`src/rtl/router_pkg.sv`:
```
// Types and constants shared by the router control and datapath blocks.
package router_pkg;

    typedef enum logic [2:0] {
        DECODE_ADDRESS     = 3'd0,
        LOAD_FIRST_DATA    = 3'd1,
        LOAD_DATA          = 3'd2,
        FIFO_FULL_STATE    = 3'd3,
        LOAD_AFTER_FULL    = 3'd4,
        LOAD_PARITY        = 3'd5,
        CHECK_PARITY_ERROR = 3'd6,
        WAIT_TILL_EMPTY    = 3'd7
    } state_t;

    localparam logic [1:0] ADDR_0       = 2'b00;
    localparam logic [1:0] ADDR_1       = 2'b01;
    localparam logic [1:0] ADDR_2       = 2'b10;
    localparam logic [1:0] ADDR_INVALID = 2'b11;

    // Picks the per-port flag for a destination address; the invalid address selects nothing.
    function automatic logic port_sel(input logic [2:0] flags, input logic [1:0] addr);
        case (addr)
            ADDR_0:  port_sel = flags[0];
            ADDR_1:  port_sel = flags[1];
            ADDR_2:  port_sel = flags[2];
            default: port_sel = 1'b0;
        endcase
    endfunction

endpackage

```
`src/rtl/router_fsm.sv`:
```
// Packet-sequencing control FSM for the 1x3 router: header decode, payload,
// full-stall recovery and parity load, driving router_register and the synchronizer.
module router_fsm
    import router_pkg::*;
(
    input  logic       clk,
    input  logic       rstn,
    input  logic       pkt_valid,
    input  logic [1:0] din,
    input  logic       fifo_full,
    input  logic       fifo_empty_0,
    input  logic       fifo_empty_1,
    input  logic       fifo_empty_2,
    input  logic       soft_reset_0,
    input  logic       soft_reset_1,
    input  logic       soft_reset_2,
    input  logic       parity_done,
    input  logic       low_pkt_valid,
    output logic       detect_addr,
    output logic       lfd_state,
    output logic       ld_state,
    output logic       laf_state,
    output logic       full_state,
    output logic       rst_int_reg,
    output logic       write_enb_reg,
    output logic       busy
);

    state_t     state;
    state_t     next_state;
    logic [1:0] addr_q;
    logic [2:0] fifo_empty;
    logic [2:0] soft_reset;
    logic       hdr_valid;

    assign fifo_empty = {fifo_empty_2, fifo_empty_1, fifo_empty_0};
    assign soft_reset = {soft_reset_2, soft_reset_1, soft_reset_0};
    assign hdr_valid  = (state == DECODE_ADDRESS) && pkt_valid && (din != ADDR_INVALID);

    always_ff @(posedge clk or negedge rstn) begin
        if (!rstn) begin
            state  <= DECODE_ADDRESS;
            addr_q <= ADDR_0;
        end else begin
            state <= next_state;
            if (hdr_valid)
                addr_q <= din;
        end
    end

    always_comb begin
        next_state = DECODE_ADDRESS;
        case (state)
            DECODE_ADDRESS: begin
                if (pkt_valid && din != ADDR_INVALID)
                    next_state = port_sel(fifo_empty, din) ? LOAD_FIRST_DATA : WAIT_TILL_EMPTY;
                else
                    next_state = DECODE_ADDRESS;
            end
            WAIT_TILL_EMPTY:
                next_state = port_sel(fifo_empty, addr_q) ? LOAD_FIRST_DATA : WAIT_TILL_EMPTY;
            LOAD_FIRST_DATA:
                next_state = LOAD_DATA;
            LOAD_DATA: begin
                if (fifo_full)
                    next_state = FIFO_FULL_STATE;
                else if (!pkt_valid)
                    next_state = LOAD_PARITY;
                else
                    next_state = LOAD_DATA;
            end
            FIFO_FULL_STATE:
                next_state = fifo_full ? FIFO_FULL_STATE : LOAD_AFTER_FULL;
            LOAD_AFTER_FULL: begin
                if (parity_done)
                    next_state = DECODE_ADDRESS;
                else if (low_pkt_valid)
                    next_state = LOAD_PARITY;
                else
                    next_state = LOAD_DATA;
            end
            LOAD_PARITY:
                next_state = CHECK_PARITY_ERROR;
            CHECK_PARITY_ERROR:
                next_state = fifo_full ? FIFO_FULL_STATE : DECODE_ADDRESS;
            default:
                next_state = DECODE_ADDRESS;
        endcase

        // A read timeout on the port being written abandons the packet from any state.
        if (port_sel(soft_reset, addr_q))
            next_state = DECODE_ADDRESS;
    end

    always_comb begin
        detect_addr   = 1'b0;
        lfd_state     = 1'b0;
        ld_state      = 1'b0;
        laf_state     = 1'b0;
        full_state    = 1'b0;
        rst_int_reg   = 1'b0;
        write_enb_reg = 1'b0;
        busy          = 1'b1;
        case (state)
            DECODE_ADDRESS: begin
                detect_addr = 1'b1;
                busy        = 1'b0;
            end
            LOAD_FIRST_DATA:
                lfd_state = 1'b1;
            LOAD_DATA: begin
                ld_state      = 1'b1;
                write_enb_reg = 1'b1;
                busy          = 1'b0;
            end
            FIFO_FULL_STATE:
                full_state = 1'b1;
            LOAD_AFTER_FULL: begin
                laf_state     = 1'b1;
                write_enb_reg = 1'b1;
            end
            LOAD_PARITY:
                write_enb_reg = 1'b1;
            CHECK_PARITY_ERROR:
                rst_int_reg = 1'b1;
            WAIT_TILL_EMPTY: ;
            default: begin
                detect_addr = 1'b1;
                busy        = 1'b0;
            end
        endcase
    end

endmodule

```
`config.mk`:
```
export PLATFORM = sky130hd
export DESIGN_NAME = router_fsm
export DESIGN_NICKNAME = d
export VERILOG_FILES = /design/src/rtl/router_pkg.sv /design/src/rtl/router_fsm.sv
export SDC_FILE = /design/constraint.sdc
export NUM_CORES = 1
export LEC_CHECK = 0
export ABC_AREA = 1
export CORE_MARGIN = 4
export CORE_UTILIZATION = 30
export CTS_CLUSTER_SIZE = 12
export DETAILED_ROUTE_END_ITERATION = 7
export MAX_ROUTING_LAYER = met4
export PLACE_DENSITY = 0.66
export SYNTH_ARGS = -nofsm -noshare
export SYNTH_HDL_FRONTEND = slang
export SYNTH_SLANG_ARGS = --single-unit
export TNS_END_PERCENT = 30
```
`constraint.sdc`:
```
create_clock -name clk -period 3.35 [get_ports clk]
set_input_delay 0.5025 -clock clk [delete_from_list [all_inputs] [get_ports clk]]
set_output_delay 0.5025 -clock clk [all_outputs]
set_load 0.02 [all_outputs]
```
==> flow_metrics.tcl, run 1 <==
set metrics [dict create \
    power_density_nw_per_um2 738 \
    crit_fanout 9 \
    dpl.cell_count 121 \
    synth.top_cells.by_count "20 x nand2_1, 14 x nand3_1, 13 x inv_1, 9 x nor2_1" \
    min_period_over_period 0.671 \
    cts_resized 0 \
    finalHoldViolCount 0 \
    ys_ff_latch 5 \
    timing.fmax_mhz 445 \
    nets 124 \
    maxCapViolCount 0 \
    synth_top_cell_by_area "dfrtp_1" \
    clockBufferDepth 2 \
    syn_nets 100 \
    crit_arrival_ns 1.75 \
    grt_pass1_vias 525 \
    cts_tree "built" \
    ios 22 \
    setup_viol 0 \
    leakagePower_nw 0.375 \
    synth.distinct_cells 19 \
    grt_overflow 0 \
    slowest_delay_ns 0.60 \
    cts_sinks 5 \
    wire_per_inst_um 10.0 \
    numCtsBuffers 3 \
    synth_edf_count 0 \
    setup_tns_ns 0 \
    clk_pin_slew_worst_paths_ns 0.04 \
    async_flop_share 1.00 \
    crit_slowest_cell "clkdlybuf4s50_1" \
    drc 0 \
    cpLargestDelayFamily "buffers and inverters" \
    initial_core_util 0.331 \
    drt_iter0_drc 11 \
    design_area_sq_um 749 \
    syn2layout_area_growth_pct 45.4 \
    h-tree-depth 1 \
    regToRegSetupSlack_ns 2.10 \
    dieWidth_um 49.5 \
    critPathRequiredTime_ns 2.85 \
    syn_inst 86 \
    finalMaxSlewViolations 0 \
    routed_wl_um 1260 \
    synth_area_leaders "dfrtp_1 24%, nand2_1 15%, nand3_1 14%" \
    vias 610 \
    crit_type "flip-flop to output port" \
    ctsHoldBuffers 0 \
    worstReg2RegStart "state[2]" \
    drtPass1Iterations 5 \
    clockRootBuffer "clkbuf_4" \
    avgSynthCellArea_sq_um 5.99 \
    vias_per_cell 4.88 \
    antenna_cells 0 \
    synth_top_area_frac 0.243 \
    rows 14 \
    cp_num_buf_inv 2 \
    worstSkewPairLatency_ns 0.24 \
    slew_headroom 0.784 \
    die-area_sq_um 2450 \
    portBuffers 21 \
    tightest_slew_ns 0.325 \
    drive_gt1_frac 0.147 \
    cp-end-kind "output port" \
    hold_path_class "input port to asynchronous set/reset pin" \
    synth-seq-area-share 0.243 \
    status "finished, final reports clean" \
    grt_start_max_net_pins 10 \
    synth_most_common_cell "nand2_1" \
    yosys_warnings 0 \
    synth_flop_cell "dfrtp_1" \
    placed_area_sq_um 723 \
    hpwl_um 1080 \
    cts_setup_buffers 0 \
    path_cells "nor2_2, nand2_2, inv_4, clkdlybuf4s50_1" \
    startpoint_type "flip-flop" \
    core-area_sq_um 1560 \
    reg2reg_to "state[2]" \
    die_h_um 49.5 \
    nFillCells 164 \
    grt_util_all_layers 0.110 \
    vdd_drop_max_mv 0.342 \
    gp_congestion 0.904 \
    grt_pass1_wl_um 2060 \
    finalClockSkew_ns 0.00209 \
    fin_crit_ns 2.25 \
    reg2regPathDepth 7 \
    grt_antenna_before_repair 0 \
    ant_nets 0 \
    syn_area_sq_um 515 \
    finalNonFillerCells 125 \
    rsz0062_at_grt "no" \
]
[cell families (layout without fill, tap and decap cells)]
| logic type | count (synthesis) | after routing | synth area share |
|---|---|---|---|
| compound gates | 6 | 6 | 0.0704 |
| buf+inv | 19 | 42 | 0.172 |
| flops | 5 | 5 | 0.243 |
| simple gates | 56 | 56 | 0.515 |
[per-stage QoR]
stage	utilization	setup slack [ns]	total power, mW	hold slack, ns
after floorplan	-	1.86	0.374	0.207
after global placement	0.464	1.39	0.482	0.541
after detailed placement	0.464	1.36	0.487	0.547
after CTS	0.481	1.10	0.557	0.485
after global routing	0.481	1.03	0.608	0.494
final	0.481	1.10	0.553	0.483
[registers in the layout, indices dropped and copies added, names as in the netlist]
register and cells:
addr_q 2, state 3
[area by class of cell]
class / instances / area (sq um) / share of cell area
clock buffers: 4 / 26.3 / 0.0351
inverters: 17 / 66.3 / 0.0885
multi-input cells: 62 / 302 / 0.402
flip-flops and latches: 5 / 125 / 0.167
well taps: 16 / 20.0 / 0.0267
repair buffers: 21 / 210 / 0.280
[power breakdown]
| part | total (mW) | switching [mW] | internal (mW) | leakage (nW) |
|---|---|---|---|---|
| sequential | 0.131 | 0.0454 | 0.0859 | 0.0639 |
| clock | 0.0684 | 0.0235 | 0.0450 | 0.0150 |
| combinational | 0.354 | 0.203 | 0.151 | 0.297 |
| total | 0.553 | 0.272 | 0.282 | 0.375 |
[worst max-delay path by stage]
stage / endpoint / slack (ns) / from / depth (start not counted)
after floorplan: lfd_state / 1.86 / state[1] / 2
after global placement: detect_addr / 1.39 / state[2] / 4
after detailed placement: detect_addr / 1.36 / state[2] / 4
after CTS: detect_addr / 1.10 / state[0] / 4
after global routing: detect_addr / 1.03 / state[2] / 4
final: detect_addr / 1.10 / state[2] / 4
[per-layer routing]
| metal | part of all wire | global-route usage | vias to the layer above |
|---|---|---|---|
| met2 | 0.48 | 0.190 | 32 |
| met5 | 0 | - | - |
| met3 | 0.10 | 0.0542 | 0 |
| li1 | - | - | 313 |
| met4 | 0 | 0.0138 | 0 |
| met1 | 0.41 | 0.118 | 265 |
[layout by cell type (no fill, tap or decap)]
master           Yosys  final
clkdlybuf4s50_1      0     21
nand2_1             20     20
nand3_1             14     14
inv_1               13     13
nor2_1               9      9
nand2_2              5      5
dfrtp_1              5      5
nor2_2               3      3
clkbuf_4             0      3
inv_2                2      2
a21oi_1              2      2
nand4_1              2      2
o21ai_1              2      2
nor2_4               1      1
nor3_1               1      1
a21boi_1             1      1
nand3b_1             1      1
inv_4                1      1
a21oi_2              1      1
clkinv_1             1      1
clkbuf_1             0      1
Power figures use the tool's default switching activity.
==> run 2, diff against run 1 <==
Clock period 3.35 ns to 2.1 ns, I/O delays scaled along.
==> run 2 against run 1 <==
Net effect: via count is 5.1% lower; die area stayed put; largest power group unchanged; register-to-register slack worse by 1.2 ns; non-clock buffer count stayed put; flip-flop and latch count stayed put; critical path depth stayed put; clock-buffer cell count stayed put; highest routed layer unchanged; first-iteration DRC count is 64% lower; total power is 61% higher; setup slack worse by 1.0 ns; sequential power is 64% higher; sequential share of layout area hardly changed; critical endpoint unchanged.
==> flow_metrics.tcl, run 2 (synthesis results as in run 1) <==
set metrics [dict create \
    status "finished, final reports clean" \
    ctsHoldBuffers 0 \
    min_period_over_period 0.956 \
    crit_arrival_ns 1.69 \
    clk_pin_slew_worst_paths_ns 0.04 \
    worstReg2RegStart "state[2]" \
    finalHoldViolCount 0 \
    cp-end-kind "output port" \
    vdd_drop_max_mv 0.628 \
    drc 0 \
    ios 22 \
    grt_antenna_before_repair 0 \
    drt_iter0_drc 4 \
    die-area_sq_um 2450 \
    final_common_cell "clkdlybuf4s50_1" \
    design_area_sq_um 756 \
    maxCapViolCount 0 \
    grt_overflow 0 \
    vias 579 \
    drive_gt1_frac 0.156 \
    reg2regPathDepth 8 \
    vias_per_cell 4.63 \
    h-tree-depth 1 \
    clockRootBuffer "clkbuf_4" \
    crit_start "state[0]" \
    startpoint_type "flip-flop" \
    cpLargestDelayFamily "buffers and inverters" \
    hold_path_class "input port to asynchronous set/reset pin" \
    crit_type "flip-flop to output port" \
    grtUsageMet1 0.122 \
    mostFrequentLayoutCells "21 x clkdlybuf4s50_1, 20 x nand2_1, 14 x nand3_1" \
    grt_use_met2 0.176 \
    finalClockSkew_ns 0.00107 \
    worstSkewPairLatency_ns 0.24 \
    largestRegisters "state (3), addr_q (2)" \
    clockBufferDepth 2 \
    crit_slowest_cell "clkdlybuf4s50_1" \
    cp_num_buf_inv 2 \
    gp_congestion 0.904 \
    tightest_slew_ns 0.322 \
    critPathRequiredTime_ns 1.78 \
    placed_area_sq_um 723 \
    numCtsBuffers 3 \
    rsz0062_at_grt "no" \
    timing.fmax_mhz 498 \
    whs_ns 0.300 \
    rows 14 \
    worstSetupPathDepth 4 \
    cts_tree "built" \
    leakagePower_nw 0.376 \
    nets 124 \
    die_h_um 49.5 \
    regToRegSetupSlack_ns 0.89 \
    grt_util_all_layers 0.106 \
    antenna_cells 0 \
    cp-endpoint "detect_addr" \
    routed_wl_um 1230 \
    setup_tns_ns 0 \
    fin_crit_ns 2.01 \
    setup_viol 0 \
    ant_nets 0 \
    grt_pass1_vias 506 \
    portBuffers 21 \
    syn2layout_area_growth_pct 46.6 \
    slowest_delay_ns 0.60 \
    path_cells "nor2_4, nand2_2, inv_4, clkdlybuf4s50_1" \
    reg2reg_to "state[1]" \
    crit_fanout 7 \
    slew_headroom 0.786 \
    finalMaxSlewViolations 0 \
    grt_start_max_net_pins 10 \
    grtUsageMet3 0.0482 \
    largest_reg_flops 3 \
    grt.busiest_layer "met2" \
    cts_resized 0 \
    grt_pass1_wl_um 1990 \
    power_density_nw_per_um2 1180 \
    initial_core_util 0.331 \
    wire_per_inst_um 9.86 \
    cts_setup_buffers 0 \
    core-area_sq_um 1560 \
    drtPass1Iterations 4 \
    regMostFlops "state" \
    cts_sinks 5 \
    hpwl_um 1060 \
    dieWidth_um 49.5 \
]
==> run 2: cell counts in the layout (fill, tap and decap cells not counted) <==
Identical to the previous run, type by type.
==> run 2: final cells by class <==
class | instances | area (sq um)
repair buffers | 21 | 210
multi-input cells | 62 | 307
flip-flops and latches | 5 | 126
clock buffers | 4 | 26.3
inverters | 17 | 66.3
fillers | 172 | 803
well taps | 16 | 20.0
==> run 2: routing by layer <==
metal  wire [um]  part of all wire
met3         102             0.083
met4           0                 0
met5           0                 0
met1         537              0.44
met2         593              0.48
==> run 2: worst reg2reg max path, cell delays in order, from the launching register on <==
cell and delay, ns:
dfrtp_2 0.48, nand2_1 0.14, nor2_2 0.05, nand2_1 0.09, nand2_1 0.06, nor2_1 0.10
nand3_1 0.08, nand2_1 0.07, inv_1 0.04
==> run 2: worst min path at each step <==
| stage | start | endpoint | slack [ns] |
|---|---|---|---|
| 2_1_floorplan | rstn | addr_q[0] | 0.02 |
| 3_3_place_gp | addr_q[1] | addr_q[1] | 0.54 |
| 3_5_place_dp | addr_q[0] | addr_q[0] | 0.54 |
| 4_1_cts | rstn | state[1] | 0.30 |
| 5_1_grt | rstn | state[1] | 0.30 |
| 6_report | rstn | state[1] | 0.30 |
==> run 2: per-stage QoR <==
step           utilization  setup slack (ns)  std cells  power (mW)
6_report             0.485            0.0918        125       0.890
5_1_grt              0.485            0.0204        125       0.980
3_3_place_gp         0.464             0.326        121       0.769
3_5_place_dp         0.464             0.286        121       0.776
4_1_cts              0.481            0.0360        125       0.887
2_1_floorplan            -             0.795         86       0.597
==> run 2: power breakdown <==
| group | switching, mW | leakage (nW) | total (mW) | internal, mW |
|---|---|---|---|---|
| Clock | 0.0363 | 0.0150 | 0.108 | 0.0716 |
| Combinational | 0.323 | 0.298 | 0.567 | 0.244 |
| Sequential | 0.0767 | 0.0625 | 0.215 | 0.138 |
| Total | 0.436 | 0.376 | 0.890 | 0.455 |
==> run 3, diff against run 2 <==
Settings changed: SLEW_MARGIN from default to 20.
==> results of run 3 <==
Same layout as run 2: the final DEF is identical, and so are final timing and power.
